## config.mk

```make
export PLATFORM = sky130hd
export DESIGN_NAME = pin_entry_unit
export DESIGN_NICKNAME = d
export VERILOG_FILES = /design/src/rtl/pin_entry_unit.sv
export SDC_FILE = /design/constraint.sdc
export NUM_CORES = 1
export LEC_CHECK = 0
export CAP_MARGIN = 20
export CORE_MARGIN = 4
export CORE_UTILIZATION = 59
export DETAILED_ROUTE_END_ITERATION = 10
export PLACE_DENSITY_LB_ADDON = 0.12
export SLEW_MARGIN = 10
export SYNTH_ARGS = -nofsm -noshare
export SYNTH_HDL_FRONTEND = slang
export SYNTH_SLANG_ARGS = --single-unit
```

## constraint.sdc

```tcl
create_clock -name clk -period 5.15 [get_ports clk]
set_input_delay 1.03 -clock clk [delete_from_list [all_inputs] [get_ports clk]]
set_output_delay 1.03 -clock clk [all_outputs]
set_load 0.05 [all_outputs]
```

## src/rtl/pin_entry_unit.sv

```systemverilog
// Keypad PIN collector: buffers four hex digits and submits them as code with a timed code_ack strobe.
// Optional inter-key timeout is built only when PIN_ENTRY_TIMEOUT_EN is defined.
module pin_entry_unit #(
   parameter int ACK_LEN        = 4,
   parameter int TIMEOUT_CYCLES = 1000
) (
   input  logic        clk,
   input  logic        rst,
   input  logic        vehicle_arrival,
   input  logic        key_valid,
   input  logic [3:0]  key_value,
   output logic [15:0] code,
   output logic        code_ack,
   output logic [2:0]  digit_count,
   output logic        entry_error
);

   typedef enum logic [1:0] {IDLE, ENTRY, ACK} state_t;

   localparam logic [3:0] KEY_CLEAR = 4'hA;
   localparam logic [3:0] KEY_BACK  = 4'hB;
   localparam logic [3:0] KEY_ENTER = 4'hE;

   state_t      state, next_state;
   logic [15:0] buffer, nxt_buffer;
   logic [2:0]  nxt_count;
   logic [15:0] nxt_code;
   logic        nxt_ack;
   logic        nxt_error;
   logic [7:0]  ack_cnt, nxt_ack_cnt;
   logic        enter_ok;
   logic        timeout_hit;

   assign enter_ok = (state == ENTRY) && vehicle_arrival && key_valid &&
                     (key_value == KEY_ENTER) && (digit_count == 3'd4);

`ifdef PIN_ENTRY_TIMEOUT_EN
   localparam int TW = $clog2(TIMEOUT_CYCLES);
   logic [TW-1:0] tmo_cnt, nxt_tmo_cnt;
   logic          tmo_armed;

   // Counts only idle cycles of a partial entry; any key restarts the window.
   assign tmo_armed   = (state == ENTRY) && vehicle_arrival && !key_valid && (digit_count != 3'd0);
   assign timeout_hit = tmo_armed && (tmo_cnt == TW'(TIMEOUT_CYCLES - 1));

   always_comb begin
      nxt_tmo_cnt = '0;
      if (tmo_armed && !timeout_hit)
         nxt_tmo_cnt = tmo_cnt + TW'(1);
   end

   always_ff @(posedge clk) begin
      if (!rst)
         tmo_cnt <= '0;
      else
         tmo_cnt <= nxt_tmo_cnt;
   end
`else
   logic unused_timeout;
   assign unused_timeout = |TIMEOUT_CYCLES;
   assign timeout_hit    = 1'b0;
`endif

   // State and output registers.
   always_ff @(posedge clk) begin
      if (!rst) begin
         state       <= IDLE;
         buffer      <= '0;
         digit_count <= '0;
         code        <= '0;
         code_ack    <= 1'b0;
         entry_error <= 1'b0;
         ack_cnt     <= '0;
      end else begin
         state       <= next_state;
         buffer      <= nxt_buffer;
         digit_count <= nxt_count;
         code        <= nxt_code;
         code_ack    <= nxt_ack;
         entry_error <= nxt_error;
         ack_cnt     <= nxt_ack_cnt;
      end
   end

   always_comb begin
      next_state = state;
      case (state)
         IDLE:  if (vehicle_arrival) next_state = ENTRY;
         ENTRY: begin
            if (!vehicle_arrival) next_state = IDLE;
            else if (enter_ok)    next_state = ACK;
         end
         ACK: begin
            if (!vehicle_arrival)      next_state = IDLE;
            else if (ack_cnt == 8'd0)  next_state = ENTRY;
         end
         default: next_state = IDLE;
      endcase
   end

   always_comb begin
      nxt_buffer  = buffer;
      nxt_count   = digit_count;
      nxt_code    = code;
      nxt_ack     = code_ack;
      nxt_error   = 1'b0;
      nxt_ack_cnt = ack_cnt;
      case (state)
         ENTRY: begin
            if (!vehicle_arrival) begin
               nxt_buffer = '0;
               nxt_count  = '0;
            end else if (key_valid) begin
               if (key_value <= 4'h9) begin
                  if (digit_count < 3'd4) begin
                     nxt_buffer = {buffer[11:0], key_value};
                     nxt_count  = digit_count + 3'd1;
                  end else begin
                     nxt_error = 1'b1;
                  end
               end else if (key_value == KEY_CLEAR) begin
                  nxt_buffer = '0;
                  nxt_count  = '0;
               end else if (key_value == KEY_BACK) begin
                  if (digit_count != 3'd0) begin
                     nxt_buffer = buffer >> 4;
                     nxt_count  = digit_count - 3'd1;
                  end
               end else if (key_value == KEY_ENTER) begin
                  if (enter_ok) begin
                     nxt_code    = buffer;
                     nxt_ack     = 1'b1;
                     nxt_ack_cnt = 8'(ACK_LEN - 1);
                  end else begin
                     nxt_error = 1'b1;
                  end
               end
            end else if (timeout_hit) begin
               nxt_buffer = '0;
               nxt_count  = '0;
               nxt_error  = 1'b1;
            end
         end
         ACK: begin
            // Keys are ignored here; abort and expiry both flush everything.
            if (!vehicle_arrival || ack_cnt == 8'd0) begin
               nxt_buffer  = '0;
               nxt_count   = '0;
               nxt_code    = '0;
               nxt_ack     = 1'b0;
               nxt_ack_cnt = '0;
            end else begin
               nxt_ack_cnt = ack_cnt - 8'd1;
            end
         end
         default: begin
            nxt_buffer  = '0;
            nxt_count   = '0;
            nxt_code    = '0;
            nxt_ack     = 1'b0;
            nxt_ack_cnt = '0;
         end
      endcase
   end

endmodule

```

* After elaboration in Yosys (flattened, before gate mapping)
Cells that the tools add are included. W data, S select, Z words.
Storage, ports and cells: RAM bits 0, register bits after elaboration 47, bits of input ports 8, memory bits (read-only) 0, memories 0, bits in latches 0
Operators by class: multiplexer cells 56, div/mod/pow operators 0, reductions and logical operators 14, bitwise gates (word level) 0, magnitude comparators 2, shifts and indexed selects 0, multipliers 0, equal/unequal tests 21, add/sub/neg operators 3
Operator list (count):
- $mux W16 | 15
- $mux W8 | 8
- $pmux W16 S2 | 2
- $mux W3 | 8
- $ne A2 B2 Y1 const B | 8
- $pmux W8 S2 | 1
- $mux W1 | 14
- $eq A4 B4 Y1 const B | 3
- $mux W2 | 5
- $ne A5 B2 Y1 const B | 2
- $ne A3 B3 Y1 const B | 3
- $logic_not A8 Y1 | 1
- $reduce_and A8 Y1 | 1
- $sub A8 B1 Y8 const B | 1
- $reduce_and A7 Y1 | 1
- $pmux W2 S3 | 1
- $pmux W3 S2 | 1
- $reduce_and A5 Y1 | 1
- $le A4 B4 Y1 const B | 1
- $logic_and A1 B1 Y1 | 4
- $ne A4 B3 Y1 const B | 1
- $reduce_and A4 Y1 | 1
- $add A3 B1 Y3 const B | 1
- $eq A3 B3 Y1 const B | 1
- 11 further kinds | 11

* Logic depth before layout (Yosys ltp)
depth in word-level cells 13, mapped depth 8, depth with buffers taken out 7

* Worst setup path after synthesis
OpenSTA, ideal clock, no wires.
kind input port to flip-flop, from in key_value[2], to reg buffer[10], path slack 2.689 ns, required time 5.081 ns, stages on the path 6, buffers on the path 2, arrival time 2.391 ns, path through buf_2 o21ai_1 clkbuf_1 a22oi_1 or4_1 o21ai_1
On the way: longest elaborated chain between the ends 6, elaborated cells on any way between the ends 12, those cells by class order compare (1); eq/ne (5); mux (5); reduce/logical (1)
Ends and longest elaborated chain:
- from (decl) | line 11 | input logic [3:0] key_value,
- branches (longest 6 deep; another with $le A4 B4 Y1)
- to (signal assigned) | line 76 | buffer <= nxt_buffer;
- to (decl) | line 25 | logic [15:0] buffer, nxt_buffer;
Several ways; the timed one is not identified. The select of a mux whose other input is x is not followed. A chain may end at the register's enable or synchronous reset.

* Final worst setup path
from in key_value[1], to reg buffer[0]
The elaborated chain is that of the path after synthesis.

==> metrics.md <==
| Metric | Value |
|---|---|
| Status | `completed` |
| Yosys top cell area share | `41.1%` |
| Final ANT Viol Nets | `0` |
| Post-synthesis cell area | `0.00229 mm^2` |
| Port buffer count | `28` |
| Layout area overhead | `16.3%` |
| Grt ovf | `0` |
| Leakage power | `0.000936 uW` |
| CTS Buffer Depth | `2` |
| Maximum vdd ir drop | `0.222 mV` |
| All-Layer GR Usage | `20.5%` |
| Min-delay worst type | `register to register` |
| Routed via count | `2027` |
| Crit Path Category | `input port to register` |
| H-tree Lvls | `2` |
| Top routing layer used | `met4` |
| Starting Density | `61.6%` |
| Drt total wl | `5090 um` |
| Syn Inst Count | `257` |
| I/O pins | `29` |
| Post-synthesis sequential area ratio | `41.1%` |
| Share of layout cells above drive strength 1 | `7.19%` |
| Cts bufs inserted | `5` |
| Core Region | `0.00372 mm^2` |
| Pin count of the biggest net entering global routing | `40` |
| Die area | `0.00494 mm^2` |
| Vias in the first global route | `1856` |
| Die W | `70.3 um` |
| Final setup margin | `2.03 ns` |
| Final period utilization | `60.6%` |
| Commonest non-fill, non-tap cell in the layout | `dfxtp_1` |
| Pre-CTS WS | `1.74 ns` |
| Worst-path clk slew | `0.08 ns` |
| DR pass1 iterations | `4` |
| Post-route DRC | `0` |
| Most area-consuming cells after synthesis | `dfxtp_1 41%, a22o_1 6.1%, nand2_1 5.2%` |
| FMAX | `0.321 GHz` |
| Global-route wire length before repair | `8320 um` |
| Clk_skew | `0.00747 ns` |
| Syn avg cell area | `8.90 um^2` |
| Post-CTS Setup Bufs | `0` |
| Crit-path cells | `clkdlybuf4s50_1 -> and2_1 -> nand4b_1 -> a21oi_1 -> nor2_1 -> o21ai_1` |
| Critical Path AT | `3.35 ns` |
| CP Capture Type | `register` |
| P per Cell Area | `266 mW/mm^2` |
| Period minus WS final | `3.12 ns` |
| Post-synth EDFFs | `0` |
| CTS Sinks | `47` |
| Synth Warn # | `0` |
| Req. time, crit path | `5.38 ns` |
| WL met2 | `2490 um` |
| Final hold vios | `0` |
| Met3 Routed Length | `254 um` |
| Wirelength per Cell | `15.6 um` |
| Slew HR | `36.6%` |
| Row cnt | `22` |
| CP Launch Type | `input port` |
| Smallest hold slack | `0.485 ns` |
| Post-synth cell types | `46` |
| CTS tree | `done` |
| Main synth FF type | `dfxtp_1` |
| Post-CTS Resized | `0` |
| GPL Wtd Cong | `0.834` |
| Chip height | `70.3 um` |
| Most frequent cells in the layout | `47 x dfxtp_1, 32 x nand2_1, 28 x clkdlybuf4s50_1, 16 x a22o_1, 12 x nor2_1` |
| Clk_lat worst skew | `0.31 ns` |
| RSZ-0062 raised after global routing | `false` |
| Slew Viols, Final | `0` |
| ANT cells | `0` |
| Worst-Margin Slew | `0.951 ns` |
| Hold buffers post-CTS | `0` |
| Setup TNS | `0 ns` |
| Number of synthesized register bits | `47` |
| Setup violations, final | `0` |
| Antenna violations before repair | `0` |
| Max stage delay on crit path | `0.79 ns` |
| Hpwl dp | `3520 um` |
| Dominant cell type by area after synthesis | `dfxtp_1` |
| DR iter-0 viols | `168` |
| Avg Vias per Cell | `6.22` |
| Syn Nets | `274` |
| Max-Cap Viols | `0` |
| Final net count | `294` |
| Slowest cell on crit path | `a21oi_1` |
| FFs w/ async S/R, synth | `0%` |
| Root buffer cell | `clkbuf_8` |
| Wl on met1 | `2250 um` |
| Max FO, Critical Path | `16` |
## cell families (layout without fill, tap and decap cells)
logic type | count (synthesis) | count (layout) | synth area share [%]
simple gates | 87 | 87 | 20.4
compound gates | 83 | 83 | 26.2
flops | 47 | 47 | 41.1
buf+inv | 27 | 48 | 5.52
fa+ha+maj | 9 | 9 | 4.92
mux | 4 | 4 | 1.75
## state kept, by name, indices dropped and copies added, names as in the netlist
register / flops
ack_cnt: 8
buffer: 16
code: 16
code_ack: 1
digit_count: 3
entry_error: 1
state: 2
## worst max-delay path: cells and delay by family
kind / cells / cell delay [ns]
buffers and inverters: 1 / 0.56
AND/OR/NAND/NOR: 3 / 0.74
AO/OA/AOI/OAI: 2 / 1.01
## through the flow
stage / util (%) / std cells / area (um^2) / total power [uW]
2_1_floorplan: - / 257 / 2290 / 451
3_3_place_gp: 68.5 / 316 / 2540 / 471
3_5_place_dp: 68.5 / 316 / 2540 / 474
4_1_cts: 71.1 / 324 / 2640 / 709
5_1_grt: 71.6 / 326 / 2660 / 734
6_report: 71.6 / 326 / 2660 / 707
## worst paths after layout
kind	from	endpoint	slack, ns	cells after the start
hold reg to reg	buffer[0]	buffer[0]	0.49	2
hold / removal	buffer[0]	buffer[0]	0.49	2
setup reg to reg	state[0]	code[11]	2.79	6
setup / recovery	key_value[1]	buffer[0]	2.03	6
## layer usage
layer  vias up  track usage (%)
li1        996                -
met1       969             25.7
met2        53             34.1
met3         9             4.32
met4         0             8.09
met5         -                0
## cell type report
cell class	instances	area (um^2)
fillers	294	1050
repair buffers	31	307
well taps	48	60.1
clock inverters	2	16.3
flip-flops and latches	47	941
inverters	9	33.8
clock buffers	6	82.6
multi-input cells	183	1220
## cell usage after synthesis (2+ instances only)
| cell | instances |
|---|---|
| dfxtp_1 | 47 |
| nand2_1 | 32 |
| a22o_1 | 16 |
| nor2_1 | 12 |
| a22oi_1 | 11 |
| a21oi_1 | 10 |
| clkbuf_1 | 10 |
| o21ai_1 | 10 |
| ha_1 | 9 |
| inv_1 | 9 |
| o21ai_0 | 9 |
| or4_1 | 9 |
| nand4_1 | 6 |
| a21boi_0 | 5 |
| buf_2 | 5 |
| nor3_1 | 5 |
| o211ai_1 | 5 |
| mux2i_1 | 4 |
| nand3_1 | 4 |
| nor2b_1 | 4 |
| a31o_2 | 3 |
| and2_1 | 2 |
| buf_6 | 2 |
| nand2b_1 | 2 |
| nand4b_1 | 2 |
| o211a_1 | 2 |
| o21a_1 | 2 |
| o22ai_1 | 2 |
## power breakdown
part | internal (uW) | switching, uW
clock | 110 | 129
combinational | 32.6 | 60.6
sequential | 368 | 6.20
No activity file was read; power rests on OpenSTA's default activity.
